### config.mk
export PLATFORM = sky130hd
export DESIGN_NAME = digit_scan_ctrl_flat
export DESIGN_NICKNAME = d
export VERILOG_FILES = /design/src/rtl/digit_scan_ctrl_if.sv /design/src/rtl/digit_scan_ctrl.sv /design/src/flat_wrapper.sv
export SDC_FILE = /design/constraint.sdc
export NUM_CORES = 1
export LEC_CHECK = 0
export ABC_CLOCK_PERIOD_IN_PS = 2200
export BUFFER_PORTS_ARGS = -buffer_cell sky130_fd_sc_hd__buf_2
export CAP_MARGIN = 20
export CORE_UTILIZATION = 31
export DETAILED_ROUTE_END_ITERATION = 16
export GPL_TIMING_DRIVEN = 0
export PLACE_DENSITY_LB_ADDON = 0.08
export SYNTH_ARGS = -nofsm -noshare
export SYNTH_HDL_FRONTEND = slang
export SYNTH_SLANG_ARGS = --single-unit
### constraint.sdc
create_clock -name clk -period 2.2 [get_ports clk]
set_input_delay 0.11 -clock clk [delete_from_list [all_inputs] [get_ports clk]]
set_output_delay 0.11 -clock clk [all_outputs]
set_load 0.02 [all_outputs]
### src/rtl/digit_scan_ctrl_if.sv
// Interface between the scan controller and its host/decoder.
// master drives the scan controls and slave drives the select outputs.
interface digit_scan_ctrl_if #(
  parameter int DWELL_W = 16
);
  logic               en;
  logic [DWELL_W-1:0] dwell;
  logic [3:0]         mask;
  logic [1:0]         sel;
  logic               sel_valid;
  logic               frame_done;

  modport master (
    output en, dwell, mask,
    input  sel, sel_valid, frame_done
  );

  modport slave (
    input  en, dwell, mask,
    output sel, sel_valid, frame_done
  );
endinterface

### src/rtl/digit_scan_ctrl.sv
// Sequences a 2-bit select through the enabled positions of a 4-way mux.
// Each slot is a dwell phase, then an optional blanking gap, then an advance.
module digit_scan_ctrl #(
  parameter int DWELL_W   = 16,
  parameter int BLANK_CYC = 2
) (
  input  logic              clk,
  input  logic              rst_n,
  digit_scan_ctrl_if.slave  scan
);

  typedef enum logic [1:0] {IDLE, SHOW, BLANK} state_e;

  localparam logic [7:0] BLANK_LAST = 8'((BLANK_CYC > 0) ? (BLANK_CYC - 1) : 0);

  state_e             state_q, state_d;
  logic [1:0]         sel_q, sel_d;
  logic               valid_q, valid_d;
  logic               frame_q, frame_d;
  logic [DWELL_W-1:0] dwell_q, dwell_d;
  logic [DWELL_W-1:0] cnt_q, cnt_d;
  logic [7:0]         blank_q, blank_d;
  logic [1:0]         next_sel;

  function automatic logic [1:0] lowestBit(input logic [3:0] m);
    logic [1:0] r;
    r = 2'd0;
    for (int i = 3; i >= 0; i--) begin
      if (m[i]) r = 2'(i);
    end
    return r;
  endfunction

  // Circular search from cur+1; offset 4 wraps back to cur itself.
  function automatic logic [1:0] nextBit(input logic [3:0] m, input logic [1:0] cur);
    logic [1:0] r;
    logic [1:0] idx;
    r = cur;
    for (int i = 4; i >= 1; i--) begin
      idx = cur + 2'(i);
      if (m[idx]) r = idx;
    end
    return r;
  endfunction

  assign next_sel = nextBit(scan.mask, sel_q);

  always_comb begin
    state_d = state_q;
    sel_d   = sel_q;
    valid_d = valid_q;
    frame_d = 1'b0;
    dwell_d = dwell_q;
    cnt_d   = cnt_q;
    blank_d = blank_q;

    if (!scan.en || scan.mask == 4'b0000) begin
      state_d = IDLE;
      valid_d = 1'b0;
    end else begin
      unique case (state_q)
        IDLE: begin
          state_d = SHOW;
          sel_d   = lowestBit(scan.mask);
          dwell_d = scan.dwell;
          cnt_d   = '0;
          valid_d = 1'b1;
        end
        SHOW: begin
          if (cnt_q != dwell_q) begin
            cnt_d = cnt_q + 1'b1;
          end else if (BLANK_CYC > 0) begin
            state_d = BLANK;
            blank_d = 8'd0;
            valid_d = 1'b0;
          end else begin
            state_d = SHOW;
            sel_d   = next_sel;
            frame_d = (next_sel <= sel_q);
            dwell_d = scan.dwell;
            cnt_d   = '0;
            valid_d = 1'b1;
          end
        end
        BLANK: begin
          if (blank_q != BLANK_LAST) begin
            blank_d = blank_q + 8'd1;
          end else begin
            state_d = SHOW;
            sel_d   = next_sel;
            frame_d = (next_sel <= sel_q);
            dwell_d = scan.dwell;
            cnt_d   = '0;
            valid_d = 1'b1;
          end
        end
        default: begin
          state_d = IDLE;
          valid_d = 1'b0;
        end
      endcase
    end
  end

  always_ff @(posedge clk or negedge rst_n) begin
    if (!rst_n) begin
      state_q <= IDLE;
      sel_q   <= 2'd0;
      valid_q <= 1'b0;
      frame_q <= 1'b0;
      dwell_q <= '0;
      cnt_q   <= '0;
      blank_q <= 8'd0;
    end else begin
      state_q <= state_d;
      sel_q   <= sel_d;
      valid_q <= valid_d;
      frame_q <= frame_d;
      dwell_q <= dwell_d;
      cnt_q   <= cnt_d;
      blank_q <= blank_d;
    end
  end

  assign scan.sel        = sel_q;
  assign scan.sel_valid  = valid_q;
  assign scan.frame_done = frame_q;

endmodule
### src/flat_wrapper.sv
// flat-port wrapper written by rule: the top's interface ports become plain ports
module digit_scan_ctrl_flat 
#(
  parameter int DWELL_W   = 16,
  parameter int BLANK_CYC = 2
)
  (clk, rst_n, scan_en, scan_dwell, scan_mask, scan_sel, scan_sel_valid, scan_frame_done);
  digit_scan_ctrl_if #(.DWELL_W(DWELL_W)) scan_i ();
  input  logic clk;
  input  logic rst_n;
  input wire logic [$bits(scan_i.en)-1:0] scan_en;
  input wire logic [$bits(scan_i.dwell)-1:0] scan_dwell;
  input wire logic [$bits(scan_i.mask)-1:0] scan_mask;
  output wire logic [$bits(scan_i.sel)-1:0] scan_sel;
  output wire logic [$bits(scan_i.sel_valid)-1:0] scan_sel_valid;
  output wire logic [$bits(scan_i.frame_done)-1:0] scan_frame_done;
  assign scan_i.en = scan_en;
  assign scan_i.dwell = scan_dwell;
  assign scan_i.mask = scan_mask;
  assign scan_sel = scan_i.sel;
  assign scan_sel_valid = scan_i.sel_valid;
  assign scan_frame_done = scan_i.frame_done;
  digit_scan_ctrl #(.DWELL_W(DWELL_W), .BLANK_CYC(BLANK_CYC)) u_core (.clk(clk), .rst_n(rst_n), .scan(scan_i));
endmodule
==> impl_metrics.py <==
metrics = {
    "synth": {
        "synth_xor_xnor_area_share": 0.0772,
        "synthMuxAreaShare": 0.00802,
        "synth.avg_cell_area_um2": 8.92,
        "ys_ff_latch": 46,
        "synth_top_area_frac": 0.461,
        "yosysTopAreaCell": "dfrtp_1",
        "synth-simple-area-share": 0.269,
        "synth_compound_area_frac": 0.128,
        "synth.most_common_cell": "nand2_1",
        "synth_top_family_by_area": "simple AND/OR/NAND/NOR gates",
        "synth_edf_count": 0,
        "syn_nets": 308,
        "ys_types": 42,
        "async_reset_ff_frac": 1.00,
        "synth_seq_area_share": 0.461,
        "ys_top_cells_by_count": "67 x nand2_1, 46 x dfrtp_1, 20 x xnor2_1",
        "synthTopCellsByArea": "dfrtp_1 46%, nand2_1 10%, xnor2_1 7.0%",
        "synthCells": 280,
        "yosys.area_share.adder": 0.0251,
        "yosys_warnings": 0,
        "ys.flop_type": "dfrtp_1",
        "syn_area_mm2": 0.00250,
    },
    "worst_setup_path": {
        "crit_path_start_kind": "flip-flop",
        "critPathArrivalTime_ns": 2.36,
        "crit_type": "reg2reg",
        "r2r_slack_ns": 0.06,
        "endpoint_kind": "flip-flop",
        "crit_path_max_incr_delay_ns": 0.52,
        "slowest_stage": "or4_4",
        "path_cells": "and3_1 -> or3b_4 -> or4_4 -> or3_1 -> a21oi_1",
        "crit_fanout": 5,
        "crit_required_ns": 2.42,
    },
    "power_and_ir_drop": {
        "power_density_mw_per_mm2": 715,
        "ir_drop_mv": 0.392,
        "power_mw": 2.19,
        "p_leak_nw": 1.36,
    },
    "place": {
        "io_buffers": 26,
        "place_inst": 409,
        "dp_hpwl_mm": 4.30,
        "place_congestion": 0.743,
        "pre_cts_ws_ns": -0.305,
        "postPlaceCellArea_mm2": 0.00278,
    },
    "finish": {
        "finalNetCount": 354,
        "finalNonFillerCells": 429,
        "nFillCells": 837,
        "design_area_mm2": 0.00307,
        "antenna_cells": 0,
        "fin_util": 0.395,
        "drive_above_1_share": 0.165,
        "area_growth_pct": 22.7,
    },
    "timing": {
        "skew_ns": 0.0118,
        "slew_viol_final": 0,
        "period_share": 0.971,
        "fin_crit_ns": 2.14,
        "rsz0062_at_grt": "no",
        "worst_pin_slew_ns": 0.516,
        "finalSetupViolCount": 0,
        "setup_tns_ns": 0,
        "finalHoldViolCount": 0,
        "fin_ws_ns": 0.0634,
        "max_slew_margin": 0.652,
        "fin_hold_ws_ns": 0.0130,
        "max_freq_mhz": 468,
    },
    "clock_tree": {
        "clock_sinks": 46,
        "path_clk_slew_ns": 0.09,
        "clock_tree.root_cell": "clkbuf_8",
        "clockBufferDepth": 2,
        "cts-buffers-inserted": 5,
        "clk_latency_ns": 0.29,
        "cts_tree": "yes",
        "htree_levels": 2,
    },
    "grt": {
        "track_usage": 0.157,
        "antenna_found_initial": 0,
        "grt_pass1_vias": 2014,
        "grt.overflow.total": 0,
        "grt_max_degree": 38,
        "grt_pass1_wl_mm": 10.4,
    },
    "routing": {
        "wl_per_cell_um": 14.2,
        "drc_errors": 0,
        "routed_wl_mm": 6.10,
        "ant_nets": 0,
        "vias": 2105,
        "drt-initial-drc-count": 129,
        "vias_per_cell": 4.91,
        "first_pass_iters": 4,
    },
    "status": {
        "outcome": "finished clean",
    },
    "floorplan": {
        "start_util": 0.322,
        "io_pins": 27,
        "die_x_um": 91.8,
        "core_mm2": 0.00777,
        "die_area_mm2": 0.00842,
        "fp-row-count": 32,
        "die_y_um": 91.8,
    },
    "flow_run": {
        "cap_violations": 0,
    },
    "worst_hold_path": {
        "min-delay-path-class": "in2reg",
    },
}
-- placed cells by master, fill, tap and decap left out, types with 2 or more instances in the layout --
master / netlist / routed
o31ai_1: 4 / 4
nand3_1: 6 / 6
buf_2: 4 / 27
a211oi_1: 2 / 2
nand2_1: 67 / 67
nand2b_1: 4 / 4
xnor2_1: 20 / 19
and2_1: 2 / 2
dlygate4sd3_1: 0 / 13
ha_1: 5 / 5
mux2i_1: 2 / 2
or3_1: 9 / 9
nor3_1: 7 / 7
dfrtp_1: 46 / 42
clkbuf_8: 0 / 5
clkbuf_2: 0 / 3
inv_1: 9 / 9
clkbuf_1: 7 / 4
a21oi_1: 10 / 10
nor2b_1: 2 / 2
o311ai_0: 2 / 2
or4_1: 4 / 4
o211ai_1: 9 / 9
clkbuf_4: 0 / 3
and3_1: 2 / 2
xor2_1: 2 / 2
nand4_1: 14 / 14
nor2_1: 12 / 12
dfrtp_2: 0 / 4
o21ai_0: 11 / 11
-- worst max-delay path: cells and delay by family (launching register included) --
family | cells | cell delay (ns)
AND/OR/NAND/NOR | 4 | 1.45
flip-flops | 1 | 0.43
AO/OA/AOI/OAI | 1 | 0.17
-- metal layers --
layer / global-route usage / vias up / wire length (µm)
met4: 0.0456 / 0 / 38
met1: 0.217 / 994 / 3080
met3: 0.0274 / 2 / 157
met2: 0.253 / 34 / 2820
li1: - / 1075 / -
met5: 0 / - / 0
-- state kept, by name, summed over array words and instances, names as in the netlist --
| register | cells |
|---|---|
| u_core.scan.sel_valid | 1 |
| u_core.dwell_q | 16 |
| u_core.scan.frame_done | 1 |
| u_core.cnt_q | 16 |
| u_core.blank_q | 8 |
| u_core.scan.sel | 2 |
| u_core.state_q | 2 |
-- where the power goes --
group	switching [mW]	total [mW]	internal (mW)
clock network	0.282	0.622	0.341
logic	0.272	0.498	0.227
registers	0.113	1.07	0.957
total	0.666	2.19	1.52
-- final cells by class --
class	instances	area [µm²]	area share
plain buffers	10	57.6	0.0188
clock buffers	7	76.3	0.0249
clock inverters	1	30.0	0.00980
inverters	9	33.8	0.0110
multi-input cells	214	1300	0.425
flip-flops and latches	46	1160	0.377
well taps	102	128	0.0416
repair buffers	40	280	0.0914
-- final timing paths --
kind,startpoint,to,cells past startpoint
max in group asynchronous,rst_n,u_core.cnt_q[0]$_DFFE_PN0P_,3
setup / recovery,u_core.cnt_q[4]$_DFFE_PN0P_,u_core.cnt_q[15]$_DFFE_PN0P_,5
hold reg to reg,u_core.scan.sel_valid$_DFFE_PN0P_,u_core.scan.sel_valid$_DFFE_PN0P_,1
setup reg to reg,u_core.cnt_q[4]$_DFFE_PN0P_,u_core.cnt_q[15]$_DFFE_PN0P_,5
hold / removal,scan_dwell[11],u_core.dwell_q[11]$_DFFE_PN0P_,3
min in group asynchronous,rst_n,u_core.scan.frame_done$_DFF_PN0_,2
-- logic make-up (layout without fill, tap and decap cells) --
logic type | after synthesis | after routing
fa+ha+maj | 5 | 5
simple gates | 138 | 138
flops | 46 | 46
mux | 2 | 2
buf+inv | 20 | 67
compound gates | 47 | 47
xor+xnor | 22 | 22
-- repair_timing --
| action | CTS | global route |
|---|---|---|
| pin swaps | 0 | 0 |
| setup buffers | 0 | 0 |
| setup endpoints to repair | 36 | 33 |
| endpoints found under the hold margin | 19 | 2 |
| resized for setup | 5 | 15 |
| hold buffers | 11 | 2 |
Note: power is estimated with default switching activity, not from simulation.
